--- src/rtl/fp_add_seq_pkg.sv ---
// ---------------------------------------------------------------------------
// fp_add_seq_pkg
// Shared definitions for the sequential double-precision adder/subtractor:
// FSM state encoding, field widths, special encodings and helpers that
// classify IEEE-754 doubles and build the Inf/NaN result.
// ---------------------------------------------------------------------------
package fp_add_seq_pkg;

   localparam int DW    = 64;   // IEEE double width
   localparam int EXP_W = 11;   // exponent width, matches the addsub unit
   localparam int MAN_W = 52;   // stored fraction width
   localparam int WM    = 54;   // working mantissa {carry, hidden, frac}

   localparam logic [EXP_W-1:0] EXP_MAX = 11'h7FF;
   localparam logic [DW-1:0]    QNAN    = 64'h7FF8_0000_0000_0000;

   typedef enum logic [2:0] {
      IDLE  = 3'd0,
      DIFF  = 3'd1,
      ALIGN = 3'd2,
      ADD   = 3'd3,
      NORM  = 3'd4,
      PACK  = 3'd5,
      DONE  = 3'd6
   } state_t;

   function automatic logic is_nan(input logic [DW-1:0] x);
      return (x[62:52] == EXP_MAX) && (x[MAN_W-1:0] != 52'd0);
   endfunction

   function automatic logic is_inf(input logic [DW-1:0] x);
      return (x[62:52] == EXP_MAX) && (x[MAN_W-1:0] == 52'd0);
   endfunction

   // Result when at least one operand has the all-ones exponent.
   // b must already carry its effective sign (op applied).
   function automatic logic [DW-1:0] special_result(input logic [DW-1:0] a,
                                                    input logic [DW-1:0] b);
      logic [DW-1:0] r;
      if (is_nan(a) || is_nan(b)) begin
         r = QNAN;
      end else if (is_inf(a) && is_inf(b) && (a[63] != b[63])) begin
         r = QNAN;
      end else if (is_inf(a)) begin
         r = a;
      end else begin
         r = b;
      end
      return r;
   endfunction

endpackage

--- src/rtl/fp_add_seq_if.sv ---
// ---------------------------------------------------------------------------
// fp_add_seq_if
// Operand/result handshake bundle for fp_add_seq.
//   in_valid/in_ready/in_a/in_b/in_op : operand pair from the source
//   out_valid/out_ready/out_result    : result towards the consumer
//   busy                              : adder is working on an operation
// master = source/consumer side, slave = the adder.
// ---------------------------------------------------------------------------
interface fp_add_seq_if;
   import fp_add_seq_pkg::*;

   logic          in_valid;
   logic          in_ready;
   logic [DW-1:0] in_a;
   logic [DW-1:0] in_b;
   logic          in_op;
   logic          out_valid;
   logic          out_ready;
   logic [DW-1:0] out_result;
   logic          busy;

   modport master (
      output in_valid, in_a, in_b, in_op, out_ready,
      input  in_ready, out_valid, out_result, busy
   );

   modport slave (
      input  in_valid, in_a, in_b, in_op, out_ready,
      output in_ready, out_valid, out_result, busy
   );
endinterface

--- src/rtl/fp_add_seq_addsub.sv ---
// ---------------------------------------------------------------------------
// fp_add_seq_addsub
// Shared 11-bit exponent add/subtract unit.
//   dataa, datab : 11-bit operands
//   add_sub      : 1 = dataa + datab, 0 = dataa - datab
//   answer       : low 11 bits of the result
//   sign12       : bit 11 of the 12-bit result (borrow when subtracting)
// ---------------------------------------------------------------------------
module fp_add_seq_addsub
   import fp_add_seq_pkg::*;
(
   input  logic [EXP_W-1:0] dataa,
   input  logic [EXP_W-1:0] datab,
   input  logic             add_sub,
   output logic [EXP_W-1:0] answer,
   output logic             sign12
);
   logic [EXP_W:0] result;

   assign result = add_sub ? ({1'b0, dataa} + {1'b0, datab})
                           : ({1'b0, dataa} - {1'b0, datab});
   assign answer = result[EXP_W-1:0];
   assign sign12 = result[EXP_W];
endmodule

--- src/rtl/fp_add_seq.sv ---
// ---------------------------------------------------------------------------
// fp_add_seq
// Multi-cycle IEEE-754 double add/subtract, truncating, denormals flushed.
// One shared exponent addsub is reused for the exponent difference and for
// the +1/-1 steps of normalisation.
//   clk : rising-edge clock
//   rst : synchronous active-high reset
//   bus : fp_add_seq_if.slave (operand handshake, result handshake, busy)
// ---------------------------------------------------------------------------
module fp_add_seq
   import fp_add_seq_pkg::*;
(
   input  logic        clk,
   input  logic        rst,
   fp_add_seq_if.slave bus
);
   state_t            state_r, state_n;
   logic [DW-1:0]     a_r, a_n, b_r, b_n;      // latched operands, b with effective sign
   logic [DW-1:0]     l_r, l_n, s_r, s_n;      // larger / smaller exponent operand
   logic [EXP_W-1:0]  exp_r, exp_n, shamt_r, shamt_n;
   logic [WM-1:0]     m_r, m_n, ms_r, ms_n;
   logic              sign_r, sign_n;
   logic [DW-1:0]     result_r, result_n;
   logic              out_valid_r, out_valid_n;
   logic              in_ready_r, busy_r;

   logic [EXP_W-1:0]  as_a, as_b, as_ans;
   logic              as_add, as_sign;
   logic [WM-1:0]     l_man, s_man, s_shift, add_m;
   logic              add_sign;
   logic [DW-1:0]     special;

   fp_add_seq_addsub u_exp (
      .dataa   (as_a),
      .datab   (as_b),
      .add_sub (as_add),
      .answer  (as_ans),
      .sign12  (as_sign)
   );

   // Exponent unit input mux: only DIFF and NORM use it, zero elsewhere
   always_comb begin
      as_a   = {EXP_W{1'b0}};
      as_b   = {EXP_W{1'b0}};
      as_add = 1'b0;
      case (state_r)
         DIFF: begin
            as_a   = a_r[62:52];
            as_b   = b_r[62:52];
            as_add = 1'b0;
         end
         NORM: begin
            as_a   = exp_r;
            as_b   = 11'd1;
            as_add = m_r[WM-1];     // carry set -> increment, else decrement
         end
         default: begin
            as_a   = {EXP_W{1'b0}};
         end
      endcase
   end

   // Datapath helpers: working mantissas, alignment shift, magnitude add/sub
   always_comb begin
      l_man   = (l_r[62:52] != 11'd0) ? {2'b01, l_r[MAN_W-1:0]} : {WM{1'b0}};
      s_man   = (s_r[62:52] != 11'd0) ? {2'b01, s_r[MAN_W-1:0]} : {WM{1'b0}};
      special = special_result(a_r, b_r);
      if (shamt_r >= 11'd54) begin
         s_shift = {WM{1'b0}};
      end else begin
         s_shift = s_man >> shamt_r;
      end
      if (l_r[63] == s_r[63]) begin
         add_m    = m_r + ms_r;
         add_sign = l_r[63];
      end else if (m_r >= ms_r) begin
         add_m    = m_r - ms_r;
         add_sign = l_r[63];
      end else begin
         add_m    = ms_r - m_r;
         add_sign = s_r[63];
      end
   end

   // FSM next state and datapath next values
   always_comb begin
      state_n     = state_r;
      a_n         = a_r;
      b_n         = b_r;
      l_n         = l_r;
      s_n         = s_r;
      exp_n       = exp_r;
      shamt_n     = shamt_r;
      m_n         = m_r;
      ms_n        = ms_r;
      sign_n      = sign_r;
      result_n    = result_r;
      out_valid_n = out_valid_r;
      case (state_r)
         IDLE: begin
            if (bus.in_valid) begin
               a_n     = bus.in_a;
               b_n     = {bus.in_b[63] ^ bus.in_op, bus.in_b[62:0]};
               state_n = DIFF;
            end else begin
               state_n = IDLE;
            end
         end
         DIFF: begin
            // A borrow means expB > expA: swap and negate the difference
            if (as_sign) begin
               l_n     = b_r;
               s_n     = a_r;
               exp_n   = b_r[62:52];
               shamt_n = 11'd0 - as_ans;
            end else begin
               l_n     = a_r;
               s_n     = b_r;
               exp_n   = a_r[62:52];
               shamt_n = as_ans;
            end
            if ((a_r[62:52] == EXP_MAX) || (b_r[62:52] == EXP_MAX)) begin
               sign_n  = special[63];
               exp_n   = special[62:52];
               m_n     = {2'b00, special[MAN_W-1:0]};
               state_n = PACK;
            end else begin
               state_n = ALIGN;
            end
         end
         ALIGN: begin
            m_n     = l_man;
            ms_n    = s_shift;
            state_n = ADD;
         end
         ADD: begin
            if (add_m == {WM{1'b0}}) begin
               sign_n  = 1'b0;
               exp_n   = {EXP_W{1'b0}};
               m_n     = {WM{1'b0}};
               state_n = PACK;
            end else begin
               sign_n  = add_sign;
               m_n     = add_m;
               state_n = NORM;
            end
         end
         NORM: begin
            if (m_r[WM-1]) begin
               if (as_ans == EXP_MAX) begin
                  exp_n   = EXP_MAX;            // overflow to signed Inf
                  m_n     = {WM{1'b0}};
                  state_n = PACK;
               end else begin
                  exp_n   = as_ans;
                  m_n     = m_r >> 1;
               end
            end else if (!m_r[WM-2]) begin
               if (as_ans == {EXP_W{1'b0}}) begin
                  exp_n   = {EXP_W{1'b0}};      // would go denormal: signed zero
                  m_n     = {WM{1'b0}};
                  state_n = PACK;
               end else begin
                  exp_n   = as_ans;
                  m_n     = m_r << 1;
               end
            end else begin
               state_n = PACK;
            end
         end
         PACK: begin
            result_n    = {sign_r, exp_r, m_r[MAN_W-1:0]};
            out_valid_n = 1'b1;
            state_n     = DONE;
         end
         DONE: begin
            if (bus.out_ready) begin
               out_valid_n = 1'b0;
               state_n     = IDLE;
            end else begin
               out_valid_n = 1'b1;
            end
         end
         default: begin
            state_n = IDLE;
         end
      endcase
   end

   // State and datapath registers; handshake flags registered from next state
   always_ff @(posedge clk) begin
      if (rst) begin
         state_r     <= IDLE;
         a_r         <= {DW{1'b0}};
         b_r         <= {DW{1'b0}};
         l_r         <= {DW{1'b0}};
         s_r         <= {DW{1'b0}};
         exp_r       <= {EXP_W{1'b0}};
         shamt_r     <= {EXP_W{1'b0}};
         m_r         <= {WM{1'b0}};
         ms_r        <= {WM{1'b0}};
         sign_r      <= 1'b0;
         result_r    <= {DW{1'b0}};
         out_valid_r <= 1'b0;
         in_ready_r  <= 1'b1;
         busy_r      <= 1'b0;
      end else begin
         state_r     <= state_n;
         a_r         <= a_n;
         b_r         <= b_n;
         l_r         <= l_n;
         s_r         <= s_n;
         exp_r       <= exp_n;
         shamt_r     <= shamt_n;
         m_r         <= m_n;
         ms_r        <= ms_n;
         sign_r      <= sign_n;
         result_r    <= result_n;
         out_valid_r <= out_valid_n;
         in_ready_r  <= (state_n == IDLE);
         busy_r      <= (state_n != IDLE);
      end
   end

   assign bus.in_ready   = in_ready_r;
   assign bus.busy       = busy_r;
   assign bus.out_valid  = out_valid_r;
   assign bus.out_result = result_r;
endmodule
--- src/flat_wrapper.sv ---
// flat-port wrapper written by rule: the top's interface ports become plain ports
module fp_add_seq_flat import fp_add_seq_pkg::*;
  (clk, rst, bus_in_valid, bus_in_a, bus_in_b, bus_in_op, bus_out_ready, bus_in_ready, bus_out_valid, bus_out_result, bus_busy);
  fp_add_seq_if bus_i ();
  input  logic clk;
  input  logic rst;
  input wire logic [$bits(bus_i.in_valid)-1:0] bus_in_valid;
  input wire logic [$bits(bus_i.in_a)-1:0] bus_in_a;
  input wire logic [$bits(bus_i.in_b)-1:0] bus_in_b;
  input wire logic [$bits(bus_i.in_op)-1:0] bus_in_op;
  input wire logic [$bits(bus_i.out_ready)-1:0] bus_out_ready;
  output wire logic [$bits(bus_i.in_ready)-1:0] bus_in_ready;
  output wire logic [$bits(bus_i.out_valid)-1:0] bus_out_valid;
  output wire logic [$bits(bus_i.out_result)-1:0] bus_out_result;
  output wire logic [$bits(bus_i.busy)-1:0] bus_busy;
  assign bus_i.in_valid = bus_in_valid;
  assign bus_i.in_a = bus_in_a;
  assign bus_i.in_b = bus_in_b;
  assign bus_i.in_op = bus_in_op;
  assign bus_i.out_ready = bus_out_ready;
  assign bus_in_ready = bus_i.in_ready;
  assign bus_out_valid = bus_i.out_valid;
  assign bus_out_result = bus_i.out_result;
  assign bus_busy = bus_i.busy;
  fp_add_seq u_core (.clk(clk), .rst(rst), .bus(bus_i));
endmodule
--- config.mk ---
export PLATFORM = sky130hd
export DESIGN_NAME = fp_add_seq_flat
export DESIGN_NICKNAME = d
export VERILOG_FILES = /design/src/rtl/fp_add_seq_pkg.sv /design/src/rtl/fp_add_seq_if.sv /design/src/rtl/fp_add_seq_addsub.sv /design/src/rtl/fp_add_seq.sv /design/src/flat_wrapper.sv
export SDC_FILE = /design/constraint.sdc
export NUM_CORES = 2
export LEC_CHECK = 0
export CORE_UTILIZATION = 35
export CTS_CLUSTER_SIZE = 8
export DETAILED_ROUTE_END_ITERATION = 8
export SLEW_MARGIN = 15
export SYNTH_ARGS = -nofsm -noshare
export SYNTH_HDL_FRONTEND = slang
export SYNTH_HIERARCHICAL = 1
export SYNTH_SLANG_ARGS = --single-unit
--- constraint.sdc ---
create_clock -name clk -period 15.9 [get_ports clk]
set_input_delay 3.18 -clock clk [delete_from_list [all_inputs] [get_ports clk]]
set_output_delay 3.18 -clock clk [all_outputs]
set_load 0.005 [all_outputs]
==> results.cfg <==
[run_status]
outcome = finished, final reports clean

[timing]
hold_viol = 0
drv_slew = 0
fmax_mhz = 136.6
rsz0062_at_grt = no
post-route-period-util_pct = 46.03
setup_viol = 0
fin_crit_ps = 7319
tightest_slew_ps = 1284
skew_ps = 40.97
hold_slack_ps = 448.7
tns_ps = 0
slew_headroom_pct = 13.64

[placed_design]
gp_congestion = 1.088
dp_hpwl_um = 111300
io_buffers = 199

[global_route]
gr-usage-all-layers_pct = 29.82
grt_pass1_wl_um = 215200
grt_max_degree = 123
first_global_vias = 32439
antenna_found_initial = 4
gr-total-overflow = 0

[routing]
firstDrtPassIters = 8
top_layer = met5
drt_iter0_drc = 4225
remaining_drc_errors = 0
wl_met2_um = 62680
wl_per_cell_um = 25.60
m1WireLength_um = 63810
via_count = 35125
wl_um = 146800
routed-wl-met3_um = 14010
vias_per_cell = 6.125
antenna_left = 0

[yosys]
synth_top_area_share_pct = 27.62
postSynth.asyncResetShare_pct = 0
yosys-top-cells-area = dfxtp_1 28%, a21oi_1 7.9%, nand2_1 7.2%, mux2i_1 7.1%, ha_1 6.6%
synthFlopType = dfxtp_1
synth.distinct_cells = 92
yosys.area.top_type = dfxtp_1
postSynthCellCount = 4478
avgSynthCellArea_um2 = 7.380
seq_area_frac_synth_pct = 27.62
netlist_area_um2 = 33050
yosys_warnings = 6
syn_nets = 4790
synth_enable_flop_cells = 0
ys_ff_latch = 456

[floorplanning]
die_x_um = 309.3
start_util_pct = 35.36
fp.coreArea_um2 = 93470
io_pins = 200
die_y_um = 309.3
rows = 112
die-area_um2 = 95660

[clock_tree]
cts_tree = built
clk_pin_slew_worst_paths_ps = 50
cts.sinks = 456
clk_path_buf_depth = 3
cts_made_buffers = 69
htree_levels = 3
clock_latency_ps = 650
root_buffer = clkbuf_16
cts_setup_buffers = 0
cts_resized = 0
hold_buffers = 0

[final_layout]
area_growth_pct = 14.16
layout-drive-gt1-share_pct = 5.356
antenna_cells = 0
fin_util_pct = 40.36
nNetsFinal = 4776
nFillCells = 9940

[worst_hold_path]
worstHoldPathType = flip-flop to flip-flop

[critical_path]
r2r_setup_slack_ps = 8580
arrival_ps = 7790
path_max_fanout = 44
cp-end-kind = flip-flop
crit_type = flip-flop to flip-flop
cp-start-kind = flip-flop
worstPathRequired_ps = 16370

[power]
totalPowerFinal_mw = 5.345
power_density_nw_per_um2 = 141.7
peakVddDrop_uv = 79.14
p_leak_nw = 14.07

[job]
maxCapViolCount = 0
[metrics by stage]
| step | worst slack [ps] | instances | cell area, um^2 |
|---|---|---|---|
| after CTS | 8899 | 5735 | 37720 |
| after floorplan | 10270 | 4478 | 33050 |
| after detailed placement | 8916 | 5647 | 35780 |
| after global routing | 8416 | 5735 | 37730 |
| final | 8581 | 5735 | 37730 |
| after global placement | 8856 | 5647 | 35780 |
[placed cells by master, fill, tap and decap left out, drive strengths merged, types with 12 or more instances in the layout]
cell type      count
a21oi            523
or2               13
clkdlybuf4s50    198
o21ai            241
a22o              12
nand3             46
nand4             61
or3               14
ha               175
nor2b             25
a221oi            68
o211ai            40
and3              19
a21o              21
dfxtp            456
a22oi             79
o21bai            18
mux2i            233
nand2b            26
xor2              22
xnor2             59
mux2              21
inv              182
nor3             104
and2              17
nor2             435
a31oi             48
nand2            632
a211oi           223
o22ai             20
a21boi            17
o21a              28
a222oi            14
buf               53
o31ai             35
clkbuf            79
nor4              76
[metal layers]
metal | vias up | GRT usage (%)
met1 | 16794 | 41.05
met4 | 8 | 12.02
met5 | - | 0
met3 | 317 | 6.408
met2 | 1752 | 44.96
li1 | 16254 | -
[worst max-delay path, cell delays in order, from the launching register on]
cell and delay [ps]:
dfxtp_1 440, inv_1 100, ha_1 640, nand4_1 530, nor4_1 720, nand4_1 160, and4_4 240, a21boi_4 130
buf_4 340, nand2_2 380, buf_4 320, mux2_1 360, or4_1 510, a21oi_1 240, or4b_4 540, nor4_4 490
a21boi_4 100, buf_4 350, a221oi_1 380, a211oi_1 90
[cell usage after synthesis (79+ instances only)]
library cell and instances:
nand2_1 631, a21oi_1 522, dfxtp_1 456, nor2_1 435, clkbuf_1 265, o21ai_0 238
mux2i_1 233, a211oi_1 214, inv_1 176, ha_1 175, nor3_1 102, a22oi_1 79
[state kept, by name, summed over array words and instances, names as in the netlist]
name	flops
u_core/a_r	64
u_core/b_r	64
u_core/bus.busy	1
u_core/bus.in_ready	1
u_core/bus.out_result	64
u_core/bus.out_valid	1
u_core/exp_r	11
u_core/l_r	64
u_core/m_r	54
u_core/ms_r	53
u_core/s_r	64
u_core/shamt_r	11
u_core/sign_r	1
u_core/state_r	3
[area by class of cell]
class	count	area, um^2	share of cell area [%]
clock buffers	79	1826	4.838
multi-input cells	3507	22030	58.39
clock inverters	9	111.4	0.2952
repair buffers	251	2387	6.328
well taps	1254	1569	4.159
inverters	179	671.9	1.781
flip-flops and latches	456	9133	24.21
[power breakdown]
part	internal, mW	switching (mW)
Clock	0.808	0.563
Sequential	1.25	0.154
Combinational	0.780	1.79
[worst paths after layout]
path                             start  cells after the start                   endpoint
min          u_core/bus.out_result[55]                      2  u_core/bus.out_result[55]
min reg2reg  u_core/bus.out_result[55]                      2  u_core/bus.out_result[55]
max                      u_core/m_r[8]                     19             u_core/m_r[17]
max reg2reg              u_core/m_r[8]                     19             u_core/m_r[17]
[logic make-up after synthesis]
kind of cell	after synthesis	synth area share, %
buf+inv	515	6.110
simple gates	1509	20.35
flops	456	27.62
xor+xnor	81	2.147
fa+ha+maj	179	6.868
compound gates	1484	29.13
mux	254	7.772
Power figures use the tool's default switching activity.
